--- config.mk ---
export PLATFORM = sky130hd
export DESIGN_NAME = mips32_fetch_flat
export DESIGN_NICKNAME = d
export VERILOG_FILES = /design/src/rtl/mips32_fetch_if.sv /design/src/rtl/mips32_fetch.sv /design/src/flat_wrapper.sv
export SDC_FILE = /design/constraint.sdc
export NUM_CORES = 1
export LEC_CHECK = 0
export CAP_MARGIN = 20
export CORE_MARGIN = 2
export CORE_UTILIZATION = 50
export DETAILED_ROUTE_END_ITERATION = 8
export PLACE_DENSITY = 0.73
export SYNTH_ARGS = -nofsm -noshare
export SYNTH_HDL_FRONTEND = slang
export SYNTH_SLANG_ARGS = --single-unit
--- constraint.sdc ---
create_clock -name clk -period 2.8 [get_ports clk]
set_input_delay 0.42 -clock clk [delete_from_list [all_inputs] [get_ports clk]]
set_output_delay 0.42 -clock clk [all_outputs]
set_load 0.1 [all_outputs]
--- src/rtl/mips32_fetch_if.sv ---
// Fetch-unit bus: ROM request/response, redirect from execute, and the
// valid/ready instruction stream toward decode.
interface mips32_fetch_if #(
  parameter int ADDR_W = 32,
  parameter int DATA_W = 32
);
  logic              rom_en;
  logic [ADDR_W-1:0] rom_addr;
  logic [DATA_W-1:0] rom_data;
  logic              redirect_valid;
  logic [ADDR_W-1:0] redirect_pc;
  logic              id_valid;
  logic              id_ready;
  logic [ADDR_W-1:0] id_pc;
  logic [DATA_W-1:0] id_inst;

  modport master (
    output rom_en, rom_addr, id_valid, id_pc, id_inst,
    input  rom_data, redirect_valid, redirect_pc, id_ready
  );

  modport slave (
    input  rom_en, rom_addr, id_valid, id_pc, id_inst,
    output rom_data, redirect_valid, redirect_pc, id_ready
  );
endinterface

--- src/rtl/mips32_fetch.sv ---
// Instruction fetch: credit-limited pipelined ROM requests feeding a prefetch
// FIFO of {pc, inst} pairs, with redirect flushing everything in flight.
module mips32_fetch #(
  parameter int                ADDR_W   = 32,
  parameter int                DATA_W   = 32,
  parameter int                DEPTH    = 4,
  parameter int                ROM_LAT  = 1,
  parameter logic [ADDR_W-1:0] RESET_PC = '0
) (
  input logic            clk,
  input logic            rst,
  mips32_fetch_if.master bus
);
  localparam int PTR_W = $clog2(DEPTH);
  localparam int CNT_W = PTR_W + 1;
  localparam int OCC_W = PTR_W + 3;

  logic [ADDR_W-1:0] fetch_pc;
  logic [ADDR_W-1:0] fifo_pc   [DEPTH];
  logic [DATA_W-1:0] fifo_inst [DEPTH];
  logic [PTR_W-1:0]  rd_ptr;
  logic [PTR_W-1:0]  wr_ptr;
  logic [CNT_W-1:0]  count;
  logic [ROM_LAT-1:0] fl_valid;
  logic [ADDR_W-1:0] fl_pc [ROM_LAT];
  logic [OCC_W-1:0]  in_flight;
  logic [OCC_W-1:0]  occupancy;
  logic              has_head;
  logic              pop;
  logic              push;
  logic              issue;

  always_comb begin
    in_flight = '0;
    for (int i = 0; i < ROM_LAT; i++) begin
      in_flight = in_flight + OCC_W'(fl_valid[i]);
    end
  end

  assign has_head  = (count != '0);
  assign pop       = has_head && bus.id_ready;
  assign push      = fl_valid[ROM_LAT-1];
  // Every outstanding request already owns a FIFO slot, so the FIFO cannot overflow.
  assign occupancy = OCC_W'(count) + in_flight - OCC_W'(pop);
  assign issue     = rst && !bus.redirect_valid && (occupancy < OCC_W'(DEPTH));

  assign bus.rom_en   = issue;
  assign bus.rom_addr = fetch_pc;
  assign bus.id_valid = has_head;
  assign bus.id_pc    = has_head ? fifo_pc[rd_ptr]   : '0;
  assign bus.id_inst  = has_head ? fifo_inst[rd_ptr] : '0;

  always_ff @(posedge clk or negedge rst) begin
    if (!rst) begin
      fetch_pc <= RESET_PC;
      fl_valid <= '0;
      for (int i = 0; i < ROM_LAT; i++) begin
        fl_pc[i] <= '0;
      end
      rd_ptr <= '0;
      wr_ptr <= '0;
      count  <= '0;
    end else if (bus.redirect_valid) begin
      fetch_pc <= {bus.redirect_pc[ADDR_W-1:2], 2'b00};
      fl_valid <= '0;
      rd_ptr   <= '0;
      wr_ptr   <= '0;
      count    <= '0;
    end else begin
      fl_valid[0] <= issue;
      fl_pc[0]    <= fetch_pc;
      for (int i = 1; i < ROM_LAT; i++) begin
        fl_valid[i] <= fl_valid[i-1];
        fl_pc[i]    <= fl_pc[i-1];
      end
      if (issue) fetch_pc <= fetch_pc + ADDR_W'(4);
      if (push)  wr_ptr   <= wr_ptr + PTR_W'(1);
      if (pop)   rd_ptr   <= rd_ptr + PTR_W'(1);
      count <= count + CNT_W'(push) - CNT_W'(pop);
    end
  end

  // Storage needs no reset: entries are only visible while count covers them.
  always_ff @(posedge clk) begin
    if (push && !bus.redirect_valid) begin
      fifo_pc[wr_ptr]   <= fl_pc[ROM_LAT-1];
      fifo_inst[wr_ptr] <= bus.rom_data;
    end
  end
endmodule
--- src/flat_wrapper.sv ---
// flat-port wrapper written by rule: the top's interface ports become plain ports
module mips32_fetch_flat 
#(
  parameter int                ADDR_W   = 32,
  parameter int                DATA_W   = 32,
  parameter int                DEPTH    = 4,
  parameter int                ROM_LAT  = 1,
  parameter logic [ADDR_W-1:0] RESET_PC = '0
)
  (clk, rst, bus_rom_en, bus_rom_addr, bus_id_valid, bus_id_pc, bus_id_inst, bus_rom_data, bus_redirect_valid, bus_redirect_pc, bus_id_ready);
  mips32_fetch_if #(.ADDR_W(ADDR_W), .DATA_W(DATA_W)) bus_i ();
  input logic clk;
  input logic rst;
  output wire logic [$bits(bus_i.rom_en)-1:0] bus_rom_en;
  output wire logic [$bits(bus_i.rom_addr)-1:0] bus_rom_addr;
  output wire logic [$bits(bus_i.id_valid)-1:0] bus_id_valid;
  output wire logic [$bits(bus_i.id_pc)-1:0] bus_id_pc;
  output wire logic [$bits(bus_i.id_inst)-1:0] bus_id_inst;
  input wire logic [$bits(bus_i.rom_data)-1:0] bus_rom_data;
  input wire logic [$bits(bus_i.redirect_valid)-1:0] bus_redirect_valid;
  input wire logic [$bits(bus_i.redirect_pc)-1:0] bus_redirect_pc;
  input wire logic [$bits(bus_i.id_ready)-1:0] bus_id_ready;
  assign bus_rom_en = bus_i.rom_en;
  assign bus_rom_addr = bus_i.rom_addr;
  assign bus_id_valid = bus_i.id_valid;
  assign bus_id_pc = bus_i.id_pc;
  assign bus_id_inst = bus_i.id_inst;
  assign bus_i.rom_data = bus_rom_data;
  assign bus_i.redirect_valid = bus_redirect_valid;
  assign bus_i.redirect_pc = bus_redirect_pc;
  assign bus_i.id_ready = bus_id_ready;
  mips32_fetch #(.ADDR_W(ADDR_W), .DATA_W(DATA_W), .DEPTH(DEPTH), .ROM_LAT(ROM_LAT), .RESET_PC(RESET_PC)) u_core (.clk(clk), .rst(rst), .bus(bus_i));
endmodule
; After elaboration in Yosys (flattened, before gate mapping)
; Memories as Yosys holds them, arrays and structs flattened.
; Index checks and enable logic that the tools add are counted.
[totals]
ff_bits = 72
wordCells = 37
memories = 2
output_inout_bits = 98
ram_bits = 256
[memory_table]
columns = name, words, word_bits, rd, rd_ports_with_merged_regs, wr, line
row1 = u_core.fifo_inst, 4, 32, 1, 0, 1, mips32_fetch.sv:20  ; logic [DATA_W-1:0] fifo_inst [DEPTH];
row2 = u_core.fifo_pc, 4, 32, 1, 0, 1, mips32_fetch.sv:19  ; logic [ADDR_W-1:0] fifo_pc [DEPTH];
[op_classes]
mux = 12
n_reduce_logical = 9
magnitude_cmp = 1
n_addsub = 7
[op_table]
columns = operator, n
row1 = 32-bit two-way mux, 4
row2 = "32-bit by 3-bit adder with 32-bit output, second input constant", 1
row3 = 2-bit two-way mux, 4
row4 = 2-bit nonzero test, 3
row5 = "5-bit by 3-bit < comparator with 1-bit output, second input constant", 1
row6 = 5-bit by 1-bit subtractor with 5-bit output, 1
row7 = "2-bit by 1-bit adder with 2-bit output, second input constant", 2
row8 = 3-bit by 1-bit adder with 4-bit output, 1
row9 = 1-bit logical AND, 4
row10 = 3-bit by 1-bit adder with 3-bit output, 1
row11 = 1-bit two-way mux, 3
row12 = 3-bit two-way mux, 1
row13 = 3-bit nonzero test, 1
row14 = 3-bit by 1-bit subtractor with 3-bit output, 1
row15 = 1-bit zero test, 1

; Longest topological paths before layout
[depth]
depth_word = 7
depth_mapped = 9
depth_no_buf = 8

; Worst setup path after synthesis
; No wires, ideal clock.
[synth_path]
kind = register to register
start = reg u_core.fl_valid
end = reg u_core.fetch_pc[27], in the netlist u_core.bus.rom_addr[27]
path_buffers = 1
required_time_ns = 2.705
arrival_ns = 2.994
synth_period_minus_slack_ns = 3.089
setup_slack_ns = -0.289
path_stages_with_launch = 10
setup_ns = 0.095
cell_sequence = dfrtp_1 -> ha_1 -> ha_1 -> nor2_1 -> and3_4 -> or3_1 -> buf_2 -> clkinv_1 -> a311o_1 -> o211ai_1
[synth_between]
elab_chain_cells = 5
[synth_lines]
columns = item, line
row1 = "start, declared", mips32_fetch.sv:24  ; logic [ROM_LAT-1:0] fl_valid;
row2 = "start signal, assigned by index", mips32_fetch.sv:73  ; fl_valid[i] <= fl_valid[i-1];
row3 = 3-bit by 1-bit adder with 4-bit output, mips32_fetch.sv:44  ; assign occupancy = OCC_W'(count) + in_flight - OCC_W'(pop);
row4 = 5-bit by 1-bit subtractor with 5-bit output, mips32_fetch.sv:44
row5 = 5-bit by 3-bit < comparator with 1-bit output, mips32_fetch.sv:45  ; assign issue = rst && !bus.redirect_valid && (occupancy < OCC_W'(DEPTH));
row6 = 1-bit logical AND, mips32_fetch.sv:45
row7 = named net bus_rom_en, flat_wrapper.sv:14  ; output wire logic [$bits(bus_i.rom_en)-1:0] bus_rom_en;
row8 = 2-bit nonzero test (no source line), --
row9 = "end signal, assigned", mips32_fetch.sv:64  ; fetch_pc <= {bus.redirect_pc[ADDR_W-1:2], 2'b00};
row10 = "end signal, assigned", mips32_fetch.sv:76  ; if (issue) fetch_pc <= fetch_pc + ADDR_W'(4);
row11 = "end, declared", mips32_fetch.sv:18  ; logic [ADDR_W-1:0] fetch_pc;
; The timed path passes the listed nets, and every way through them passes these cells.
; A chain may end at the register's enable or synchronous reset.

; Final worst setup path
[layout_path]
start = reg u_core.count[0]
end = out bus_rom_en
[layout_between]
elab_chain_cells = 5
[layout_lines]
columns = item, line
row1 = "start, declared", mips32_fetch.sv:23  ; logic [CNT_W-1:0] count;
row2 = "start signal, assigned", mips32_fetch.sv:79  ; count <= count + CNT_W'(push) - CNT_W'(pop);
row3 = branches (longest 2 deep; another with 3-bit by 1-bit adder with 4-bit output), --
row4 = 5-bit by 1-bit subtractor with 5-bit output *, mips32_fetch.sv:44
row5 = 5-bit by 3-bit < comparator with 1-bit output *, mips32_fetch.sv:45
row6 = 1-bit logical AND *, mips32_fetch.sv:45
row7 = "end, declared", flat_wrapper.sv:14
; Mark *: on every way between the ends.

==> flow_summary.yaml <==
outcome:
  outcome: "finished, final reports clean"
synthesis:
  synth_edf_count: 248
  synthTopCellsByCount: "edfxtp_1 (248), and2_1 (69), dfrtp_1 (68)"
  syn_area_um2: 12800
  yosysMostFrequentCell: "edfxtp_1"
  avgSynthCellArea_um2: 17.6
  synth_seq_area_share: 0.714
  synth.area.top_cells: "edfxtp_1 (58%), dfrtp_1 (13%), mux4_2 (11%), and2_1 (3.4%), mux2_2 (1.8%)"
  synth_flop_cell: "edfxtp_1"
  synth_top_area_frac: 0.581
  yosysTopAreaCell: "edfxtp_1"
  yosysUniqueCellTypes: 54
  synthArstFlopShare: 0.215
  yosysWarnings: 0
  synth_cells: 730
  ys_ff_latch: 316
cts:
  htreeDepth: 1
  cts_buffers: 31
  cts_buffer_depth: 3
  clk_pin_slew_ns: 0.06
  clock_latency_ns: 0.56
  cts_sinks: 316
  cts-root-buf: "clkbuf_16"
  cts_tree: "yes"
sta:
  fin_crit_sh: 0.976
  worst_pin_slew_ns: 0.915
  min_period_ns: 2.73
  relSlewSlack: 0.390
  fin_hold_ws_ns: 0.117
  worst_slack_ns: 0.0670
  drv_slew: 0
  rsz0062_at_grt: "yes"
  hold_viol: 0
  fmax_mhz: 366
  clock_skew_ns: 0.0115
  finalSetupTns_ns: 0
  finalSetupViolCount: 0
route:
  avgRoutedWirePerCell_um: 20.6
  drt_iter0_drc: 458
  vias_per_cell: 5.60
  wl_um: 26100
  num_vias: 7110
  dr.pass1.iters: 4
  drc: 0
  ant_nets: 0
floorplan:
  fp.dieH_um: 164
  ioPinCount: 166
  rows: 58
  start_util: 0.509
  chipWidth_um: 164
  dieArea_um2: 26900
  core_um2: 25200
place:
  dp.cells: 1207
  hpwl_um: 16400
  place.port_buffers: 159
  place_congestion: 0.889
  dp_slack_ns: 0.150
power:
  combinationalPowerShare: 0.455
  internal_power_mw: 11.0
  leakagePower_nw: 5.92
  power_density_nw_per_um2: 1080
  clkPwrFrac: 0.233
  seq_power_share: 0.313
  peakVddDrop_uv: 965
  p_sw_mw: 7.12
  swShare: 0.392
global_routing:
  grtUsageTotal: 0.197
  first_global_vias: 7270
  gr-total-overflow: 0
  antenna_found_initial: 0
  grt_pass1_wl_um: 40600
  grt_max_degree: 69
worst_setup_path:
  end_kind: "output port"
  crit_chain: "ha_2, ha_4, xnor2_2, and3_4, or3_4, clkinv_4, buf_12"
  crit_type: "reg2out"
  worstSetupStartpointType: "flop"
  crit_fanout: 3
  crit_slowest_cell: "dfrtp_1"
  r2r_start: "u_core.count[0]"
  critPathMaxStageDelay_ns: 0.39
  cp.arrival_ns: 2.31
  cp_num_buf_inv: 2
  crit_family: "simple AND/OR/NAND/NOR gates"
  cp-startpoint: "u_core.count[0]"
  cp.required_ns: 2.38
final_layout:
  fin_cells: 1270
  postLayoutCoreUtil: 0.667
  final_nets: 994
  drive_above_1_share: 0.319
  area_growth_pct: 31.0
  antenna_cells: 0
flow_run:
  cap_viol_max_count: 0
worst_hold_path:
  hold_path_class: "in2async"
==> cell families (layout without fill, tap and decap cells) <==
family                     count (synthesis)  after routing  synth area share
and+or+nand+nor                          191            191            0.0828
other                                      1              4          0.000293
DFF                                      316            316             0.714
xor gates and xnor gates                  14             14           0.00957
muxes                                     85             85             0.129
adders and majority gates                 11             11            0.0113
AOI/OAI and AO/OA                         63             63            0.0356
buffers and inverters                     49            256            0.0174
==> state kept, by name, indices dropped and copies added, names as in the netlist <==
name / cells
u_core.fifo_inst: 128
u_core.fifo_pc: 120
u_core.bus.rom_addr: 30
u_core.fl_pc: 30
u_core.count: 3
u_core.rd_ptr: 2
u_core.wr_ptr: 2
u_core.fl_valid: 1
==> final timing paths <==
path / to / slack, ns / cells after the start
max: bus_rom_en / 0.07 / 7
min: u_core.bus.rom_addr[5] / 0.12 / 2
max reg2reg: u_core.bus.rom_addr[16] / 0.35 / 7
min reg2reg: u_core.fifo_pc[3][12] / 0.52 / 0
max in group asynchronous: u_core.rd_ptr[0] / 2.01 / 2
min in group clk: u_core.bus.rom_addr[7] / 0.31 / 3
==> worst register-to-register path, cell delays in order, from the launching register on <==
cell and delay (ns):
dfrtp_1 0.39, ha_2 0.20, ha_4 0.18, xor2_1 0.37, nand3_1 0.18, a211o_1 0.44
or4_1 0.45, a31oi_1 0.17
==> final cells by class <==
type | instances | area (um2)
clock inverter | 9 | 105
multi-input combinational | 368 | 3550
inverter | 10 | 42.5
sequential | 316 | 9160
fill | 1663 | 8390
timing repair buffer | 188 | 2540
clock buffer | 49 | 973
tap | 330 | 413
==> power groups by stage <==
stage | clock, mW | sequential, mW | combinational, mW
floorplan | 0 | 5.96 | 4.95
global placement | 0 | 5.73 | 8.03
detailed placement | 0 | 5.75 | 8.07
CTS | 4.30 | 5.66 | 8.26
global route | 4.48 | 5.71 | 8.58
finish | 4.22 | 5.67 | 8.26
==> metrics by stage <==
| step | instance area (um2) | total power [mW] |
|---|---|---|
| 2_1_floorplan | 12800 | 10.9 |
| 3_3_place_gp | 15500 | 13.8 |
| 3_5_place_dp | 15500 | 13.8 |
| 4_1_cts | 16700 | 18.2 |
| 5_1_grt | 16800 | 18.8 |
| 6_report | 16800 | 18.2 |
==> placed cells by master, fill, tap and decap left out, types with 3 or more instances in the layout <==
cell type	Yosys	routed
buf_4	4	46
buf_12	0	75
or4_1	8	8
nand3_1	17	17
nor4_1	3	3
conb_1	1	4
a31oi_1	7	7
o21ai_0	19	19
ha_1	10	8
nand4_1	5	5
edfxtp_1	248	248
nand2_1	43	43
dfrtp_1	68	64
and2_1	69	47
clkdlybuf4s50_1	0	63
clkbuf_16	0	32
and2_4	0	22
clkbuf_8	0	13
xor2_1	7	7
o211ai_1	7	7
nor2_1	17	16
mux4_2	62	62
o31ai_1	3	3
or3_1	6	5
mux2_2	21	21
and4_1	6	6
xnor2_1	7	6
clkinvlp_4	0	3
inv_1	9	9
o311ai_0	5	5
a21o_1	6	6
clkbuf_1	24	5
nor2b_1	8	8
==> timing repair <==
action,CTS,global route
gates cloned,0,1
hold buffers,0,0
buffers inserted,3,1
pin swaps,3,1
gates resized for setup,26,7
hold endpoints to repair,0,0
endpoints found under the setup margin,48,40
==> routing by layer <==
| metal | vias up | wire length [um] | global-route usage |
|---|---|---|---|
| met3 | 31 | 1480 | 0.0318 |
| li1 | 3225 | - | - |
| met4 | 0 | 383 | 0.0463 |
| met5 | - | 0 | 0 |
| met1 | 3603 | 11800 | 0.289 |
| met2 | 251 | 12500 | 0.315 |
(Power assumes the default switching activity.)
